`config.mk`:
```
export PLATFORM = sky130hd
export DESIGN_NAME = vblank_update_scheduler
export DESIGN_NICKNAME = d
export VERILOG_FILES = /design/src/rtl/vblank_update_scheduler.sv
export SDC_FILE = /design/constraint.sdc
export NUM_CORES = 1
export LEC_CHECK = 0
export CORE_MARGIN = 4
export CORE_UTILIZATION = 51
export CTS_BUF_LIST = sky130_fd_sc_hd__clkbuf_8
export CTS_CLUSTER_SIZE = 10
export DETAILED_ROUTE_END_ITERATION = 8
export HOLD_SLACK_MARGIN = 0.05
export PLACE_DENSITY = 0.87
export SYNTH_ARGS = -nofsm -noshare
export SYNTH_HDL_FRONTEND = slang
export SYNTH_SLANG_ARGS = --single-unit
```
`constraint.sdc`:
```
create_clock -name clk -period 3.25 [get_ports clk]
set_input_delay 0.65 -clock clk [delete_from_list [all_inputs] [get_ports clk]]
set_output_delay 0.65 -clock clk [all_outputs]
set_load 0.01 [all_outputs]
```
`src/rtl/vblank_update_scheduler.sv`:
```
// Frame update scheduler: detects the start of vertical blanking and hands a shared
// update window to each enabled client in turn over a go/done handshake.
module vblank_update_scheduler #(
  parameter int NUM_CLIENTS = 4,
  parameter int V_ACTIVE    = 480,
  parameter int FCNT_W      = 16
) (
  input  logic                   clk,
  input  logic                   rst,
  input  logic [9:0]             v_idx,
  input  logic [9:0]             h_idx,
  input  logic [NUM_CLIENTS-1:0] client_en,
  input  logic [NUM_CLIENTS-1:0] done,
  output logic [NUM_CLIENTS-1:0] go,
  output logic                   frame_tick,
  output logic                   frame_done,
  output logic                   busy,
  output logic                   overrun,
  output logic [7:0]             overrun_cnt,
  output logic [FCNT_W-1:0]      frame_cnt
);

  localparam int IDX_W = (NUM_CLIENTS > 1) ? $clog2(NUM_CLIENTS) : 1;

  typedef enum logic [1:0] {IDLE, SCAN, WAIT, DONE} state_t;

  state_t                 state_q, state_d;
  logic [NUM_CLIENTS-1:0] pending_q, pending_d;
  logic [IDX_W-1:0]       cur_q, cur_d;
  logic [IDX_W-1:0]       sel_idx;
  logic [NUM_CLIENTS-1:0] go_d;
  logic                   frame_tick_d, frame_done_d, overrun_d, busy_d;
  logic [7:0]             overrun_cnt_d;
  logic [FCNT_W-1:0]      frame_cnt_d;
  logic                   in_vb, in_vb_q, vb_start;
  logic                   grant_done, abort;

  // Detection uses the line counter only; the column is deliberately ignored.
  logic unused_h;
  assign unused_h = ^h_idx;

  assign in_vb    = (v_idx >= 10'(V_ACTIVE));
  assign vb_start = in_vb & ~in_vb_q;

  // Only the bit of the currently granted client can complete the handshake.
  assign grant_done = |(go & done);

  always_comb begin
    sel_idx = '0;
    for (int i = NUM_CLIENTS - 1; i >= 0; i--) begin
      if (pending_q[i]) sel_idx = IDX_W'(i);
    end
  end

  // A completion in the same cycle as active video resuming is honoured first;
  // the abort then only happens if work remains when SCAN is re-entered.
  always_comb begin
    abort = 1'b0;
    if (!in_vb) begin
      if (state_q == SCAN && pending_q != '0) abort = 1'b1;
      if (state_q == WAIT && !grant_done)     abort = 1'b1;
    end
  end

  // NOTE: every signal written here gets a default first so no latch is inferred.
  always_comb begin
    state_d       = state_q;
    pending_d     = pending_q;
    cur_d         = cur_q;
    go_d          = go;
    frame_tick_d  = 1'b0;
    frame_done_d  = 1'b0;
    overrun_d     = 1'b0;
    overrun_cnt_d = overrun_cnt;
    frame_cnt_d   = frame_cnt;

    unique case (state_q)
      IDLE: begin
        if (vb_start) begin
          state_d      = SCAN;
          frame_tick_d = 1'b1;
          frame_cnt_d  = frame_cnt + FCNT_W'(1);
          pending_d    = client_en;
        end
      end
      SCAN: begin
        if (pending_q == '0) begin
          state_d = DONE;
        end else if (!abort) begin
          cur_d   = sel_idx;
          state_d = WAIT;
        end
      end
      WAIT: begin
        if (grant_done) begin
          go_d             = '0;
          pending_d[cur_q] = 1'b0;
          state_d          = SCAN;
        end else if (!abort && go == '0) begin
          go_d = NUM_CLIENTS'(1) << cur_q;
        end
      end
      DONE: begin
        frame_done_d = 1'b1;
        state_d      = IDLE;
      end
      default: state_d = IDLE;
    endcase

    if (abort) begin
      state_d   = IDLE;
      go_d      = '0;
      pending_d = '0;
      overrun_d = 1'b1;
      if (overrun_cnt != 8'hFF) overrun_cnt_d = overrun_cnt + 8'd1;
    end

    busy_d = (state_d != IDLE);
  end

  // NOTE: sequential state uses non-blocking assignments so every register samples
  // the same pre-edge values regardless of statement order.
  always_ff @(posedge clk or posedge rst) begin
    if (rst) begin
      state_q     <= IDLE;
      pending_q   <= '0;
      cur_q       <= '0;
      in_vb_q     <= 1'b1;
      go          <= '0;
      frame_tick  <= 1'b0;
      frame_done  <= 1'b0;
      busy        <= 1'b0;
      overrun     <= 1'b0;
      overrun_cnt <= '0;
      frame_cnt   <= '0;
    end else begin
      state_q     <= state_d;
      pending_q   <= pending_d;
      cur_q       <= cur_d;
      in_vb_q     <= in_vb;
      go          <= go_d;
      frame_tick  <= frame_tick_d;
      frame_done  <= frame_done_d;
      busy        <= busy_d;
      overrun     <= overrun_d;
      overrun_cnt <= overrun_cnt_d;
      frame_cnt   <= frame_cnt_d;
    end
  end

endmodule

```
==> impl_metrics.ini, run 1 <==
[power_and_ir_drop]
internal_power_mw = 1.179
leakagePower_nw = 1.061
ir_drop_uv = 477.7
comb_power_share_pct = 36.2
p_clk_share_pct = 19.7
power.density_mw_per_mm2 = 715.7
seq_power_share_pct = 44.2
power_switching_mw = 0.6510
sw_frac_of_total_pct = 35.57

[routing]
wl_per_cell_um = 14.35
dr_total_vias = 1573
postRouteAntennaNets = 0
drc = 0
wl_mm = 3.989
detail_route.iter0.violations = 58
dr.pass1.iters = 4
viasPerCell = 5.658

[timing]
setup_viol = 0
period_needed_ns = 2.276
rsz0062_at_grt = false
whs_ns = 0.4839
tightest_slew_ns = 0.5012
hold_viol = 0
slew_headroom_pct = 66.59
tns_ns = 0
skew_ns = 0.005626
slew_viol_final = 0
max_freq_mhz = 439.4
layout_setup_ws_ns = 0.9742
fin_crit_sh_pct = 70.02

[setup_path]
end_kind = flip-flop
crit_start = v_idx[5]
cp.required_ns = 3.43
start_kind = input port
crit_fanout = 13
crit_type = input port to flip-flop
r2r-end = overrun_cnt[6]
timing.rr.start = go[2]
critPathArrivalTime_ns = 2.46
reg2reg_slack_ns = 1.34
reg2reg_depth = 4

[floorplan]
io_pins = 62
std_cell_rows = 22
die_w_um = 69.57
initial_core_util_pct = 52.80
die_area_mm2 = 0.004839
die_y_um = 69.57
fp.coreArea_mm2 = 0.003661

[placement]
place_congestion = 0.8605
hpwl_mm = 2.914
placed_cell_area_mm2 = 0.002456
port_buffers = 46
dp_slack_ns = 0.6508

[synth]
ys_seq_area_share_pct = 53.14
synth.distinct_cells = 42
syn_inst = 176
synth_top_cell_area_share_pct = 51.78
avgSynthCellArea_um2 = 10.98
synth.net_count = 208
synth_top_cell_by_area = dfrtp_1
syn-cell-area_mm2 = 0.001933
synth_area_leaders = dfrtp_1 (52%), xnor2_1 (4.5%), xor2_1 (3.6%)
yosys_warnings = 0
ys_ff_latch = 41

[clock_tree]
cts.sinks = 41
cts_buffers = 5
ctsLongestPathBuffers = 2
post_cts_buffers = 0
clock_latency_ns = 0.29
ctsRootBufferMaster = clkbuf_8
path_clk_slew_ns = 0.08
hold_buffers = 0
cts_tree = done
cts-htree-levels = 2
cts_resized = 0

[flow_run]
drv_cap = 0

[min_path]
holdCritPathClass = flip-flop to flip-flop
whs_path_depth = 1
whs_endpoint = frame_cnt[15]
min_from = frame_cnt[15]

[cells_and_area]
antennaDiodeCount = 0
layout_common_cells = clkdlybuf4s50_1 (46), dfrtp_1 (40), nand2_1 (15)
layout.cells.most_common = clkdlybuf4s50_1
post-route-util_pct = 69.86
areaGrowthSynthToFinish_pct = 32.30
nNetsFinal = 261
drive_above_1_share_pct = 9.130
finish.instance_area_mm2 = 0.002557

[global_route]
grt_max_degree = 42
track_usage_pct = 16.92
overflow = 0
grt_pass1_wl_mm = 6.575
grt_pass1_vias = 1476
antenna_found_initial = 0

[status]
status = completed
==> power groups by stage <==
stage | clock network, mW | registers, mW | logic [mW]
floorplan | 0 | 0.819 | 0.349
global placement | 0 | 0.805 | 0.645
detailed placement | 0 | 0.813 | 0.665
CTS | 0.368 | 0.806 | 0.670
global route | 0.387 | 0.831 | 0.726
finish | 0.360 | 0.808 | 0.662
==> how the worst max path moves through the flow <==
stage	endpoint	depth (start not counted)	slack, ns
after detailed placement	overrun_cnt[6]	5	0.65
after global placement	overrun_cnt[6]	5	0.65
after floorplan	overrun_cnt[7]	5	1.24
after CTS	overrun_cnt[6]	5	0.96
final	overrun_cnt[1]	5	0.97
after global routing	overrun_cnt[6]	5	0.86
==> final cells by class <==
cell class	count	area, um2
inverter	7	26.28
timing repair buffer	47	467.9
clock buffer	7	96.34
multi-input combinational	127	874.6
clock inverter	1	5.005
sequential	41	1027
fill	281	1104
tap	48	60.06
==> layer usage <==
layer / up-vias / global-route usage (%) / wire length, um
met5: - / 0 / 0
met4: 0 / 6.725 / 54
met3: 6 / 4.493 / 200
met2: 47 / 29.03 / 2038
met1: 772 / 20.09 / 1696
li1: 748 / - / -
==> sequential cells by signal, summed over array words and instances, names as in the netlist <==
name	flops
frame_cnt	16
overrun_cnt	8
go	4
pending_q	4
cur_q	2
state_q	2
busy	1
frame_done	1
frame_tick	1
in_vb_q	1
overrun	1
==> metrics by stage <==
stage | power, mW | std cells
after floorplan | 1.168 | 176
after global placement | 1.450 | 270
after detailed placement | 1.477 | 270
after CTS | 1.844 | 278
after global routing | 1.944 | 278
final | 1.830 | 278
==> cells by family (layout without fill, tap and decap cells) <==
logic type / after synthesis / count (layout) / share of synthesized area (%)
compound gates: 32 / 32 / 13.07
mux: 5 / 5 / 2.912
flops: 41 / 41 / 53.14
xor+xnor: 18 / 18 / 8.155
buf+inv: 8 / 62 / 1.618
simple gates: 70 / 70 / 19.81
fa+ha+maj: 2 / 2 / 1.294
==> critical path, stage by stage <==
cell and delay (ns):
clkdlybuf4s50_1 0.44, a41oi_4 0.38, inv_1 0.26, nor3_2 0.35, mux2_2 0.37
==> Yosys cell counts, drive strengths merged <==
library cell  count
nand4             4
dfstp             1
a221oi            1
and2              2
or2               1
nor3             11
nand3             8
and3              2
nor2b             2
a32oi             5
a21oi             7
a211oi            1
and4              3
o2bb2ai           1
nor2             11
o21ai             7
o221ai            1
nand2            15
buf               1
nor4              3
o22ai             1
o21ba             1
inv               7
dfrtp            40
a22oi             2
o31ai             1
a21o              1
mux2              5
xor2              8
or3               1
nand2b            4
nor4b             1
or4               2
a41oi             1
a31oi             2
ha                2
xnor2            10
Power figures use the tool's default switching activity.
==> inputs of run 2 (changes only) <==
--- a/config.mk
+++ b/config.mk
@@ -6,12 +6,12 @@
 export NUM_CORES = 1
 export LEC_CHECK = 0
 export CORE_MARGIN = 4
-export CORE_UTILIZATION = 51
+export CORE_UTILIZATION = 43
 export CTS_BUF_LIST = sky130_fd_sc_hd__clkbuf_8
 export CTS_CLUSTER_SIZE = 10
 export DETAILED_ROUTE_END_ITERATION = 8
 export HOLD_SLACK_MARGIN = 0.05
-export PLACE_DENSITY = 0.87
+export PLACE_DENSITY = 0.78
 export SYNTH_ARGS = -nofsm -noshare
 export SYNTH_HDL_FRONTEND = slang
 export SYNTH_SLANG_ARGS = --single-unit
==> constraint.sdc (replaced) <==
create_clock -name clk -period 1.9 [get_ports clk]
set_input_delay 0.38 -clock clk [delete_from_list [all_inputs] [get_ports clk]]
set_output_delay 0.38 -clock clk [all_outputs]
set_load 0.01 [all_outputs]
==> run 2 against run 1 <==
Compared with the run above: total power rose by 86%; global-route usage grew 0.15 points; first-iteration DRC count is 41% higher; sequential cell count unchanged; final cell count is 9.0% higher; sequential power increased by 68%; highest routed layer unchanged; register-to-register slack worse by 1.3 ns; routed wire length up 13%; largest power group unchanged; critical endpoint is now overrun_cnt[7]; via count up 4.9%; critical path depth fell by 1.
==> impl_metrics.ini, run 2 (same netlist as run 1, synthesis figures left out) <==
[timing]
slew_headroom_pct = 70.32
max_freq_mhz = 551.6
hold_viol = 0
setup_viol = 0
layout_setup_ws_ns = 0.08714
skew_ns = 0.005442
tightest_slew_ns = 0.4390
fin_crit_sh_pct = 95.41
rsz0062_at_grt = false
slew_viol_final = 0
tns_ns = 0
period_needed_ns = 1.813

[setup_path]
end_kind = flip-flop
slowest_delay_ns = 0.57
critPathSlowestCell = or4_4
critPathArrivalTime_ns = 1.99
crit_fanout = 8
crit_type = flip-flop to flip-flop
path_cells = or4_4, a32oi_4, nor4_1, mux2_1
cp.required_ns = 2.08
start_kind = flip-flop

[floorplan]
io_pins = 62
std_cell_rows = 24
die_y_um = 75.05
fp.coreArea_mm2 = 0.004354
initial_core_util_pct = 44.40
die_area_mm2 = 0.005633
die_w_um = 75.05

[clock_tree]
ctsRootBufferMaster = clkbuf_8
path_clk_slew_ns = 0.08
cts.sinks = 41
cts_buffers = 5
clock_latency_ns = 0.29
cts_tree = done
hold_buffers = 0
ctsLongestPathBuffers = 2
cts-htree-levels = 2

[routing]
wl_per_cell_um = 14.83
detail_route.iter0.violations = 82
wl_mm = 4.495
dr_total_vias = 1650
viasPerCell = 5.446
postRouteAntennaNets = 0
drc = 0
dr.pass1.iters = 4

[min_path]
holdCritPathClass = input port to asynchronous set/reset pin

[cells_and_area]
top_regs = frame_cnt x16, overrun_cnt x8
fill_cells = 342
largest_reg_flops = 16
antennaDiodeCount = 0
layout_common_cells = clkdlybuf4s50_1 (46), dfrtp_1 (40), buf_4 (21)
largest-register = frame_cnt
areaGrowthSynthToFinish_pct = 42.91
layout.area.seq_mm2 = 0.001027
nNetsFinal = 282
drive_above_1_share_pct = 17.53
multi_input_area_um2 = 885.9
finish.instance_area_mm2 = 0.002763
layout.cells.most_common = clkdlybuf4s50_1

[global_route]
antenna_found_initial = 0
grt_max_degree = 25
overflow = 0
grt_pass1_vias = 1649
track_usage_pct = 17.07
grt_pass1_wl_mm = 7.362

[placement]
hpwl_mm = 3.298
placed_cell_area_mm2 = 0.002631
port_buffers = 46
dp_slack_ns = -0.2996
place_congestion = 0.7787

[power_and_ir_drop]
power.density_mw_per_mm2 = 1232
power_mw = 3.404
leakagePower_nw = 1.174
ir_drop_uv = 763.1

[status]
status = completed

[flow_run]
drv_cap = 0
run 2: path summary, 6_finish.rpt:
kind                                     from             end  slack [ns]  depth (start not counted)
worst min-delay path                      rst  overrun_cnt[4]        0.38                          2
worst max-delay path             pending_q[1]  overrun_cnt[7]        0.09                          4
max in group asynchronous                 rst         overrun        1.05                          3
min in group clk                frame_cnt[15]   frame_cnt[15]        0.48                          1
worst min register to register  frame_cnt[15]   frame_cnt[15]        0.48                          1
worst max register to register   pending_q[1]  overrun_cnt[7]        0.09                          4
run 2: area by class of cell:
type / instances / area share (%)
multi-input combinational: 127 / 32.07
inverter: 7 / 0.9511
sequential: 41 / 37.18
tap: 52 / 2.355
clock inverter: 2 / 1.359
timing repair buffer: 68 / 23.10
clock buffer: 6 / 2.989
run 2: metrics by stage:
stage | instances | util [%] | hold slack [ns]
after floorplan | 176 | - | 0.4914
after detailed placement | 295 | 60.43 | 0.4657
after CTS | 303 | 63.19 | 0.3843
after global routing | 303 | 63.45 | 0.4306
after global placement | 295 | 60.43 | 0.4603
final | 303 | 63.45 | 0.3762
run 2: repair_timing:
item | 4_1_cts | 5_1_grt
setup buffers | 0 | 0
setup endpoints to repair | 0 | 2
resized for setup | 0 | 2
run 2: power breakdown:
part           internal, mW  switching (mW)
registers              1.10           0.262
logic                 0.715           0.599
clock network         0.427           0.305
total                  2.24            1.17
run 2: per-layer routing:
metal / up-vias / global-route usage, % / wire length, um
met1: 808 / 21.50 / 1929
met3: 7 / 3.338 / 214
met5: - / 0 / 0
met2: 48 / 28.24 / 2271
li1: 787 / - / -
met4: 0 / 7.905 / 79
run 2: critical path, delay by kind of cell (launching register included):
kind / cells / cell delay [ns]
multiplexers: 1 / 0.32
flip-flops: 1 / 0.38
AND/OR/NAND/NOR: 2 / 0.68
AO/OA/AOI/OAI: 1 / 0.33
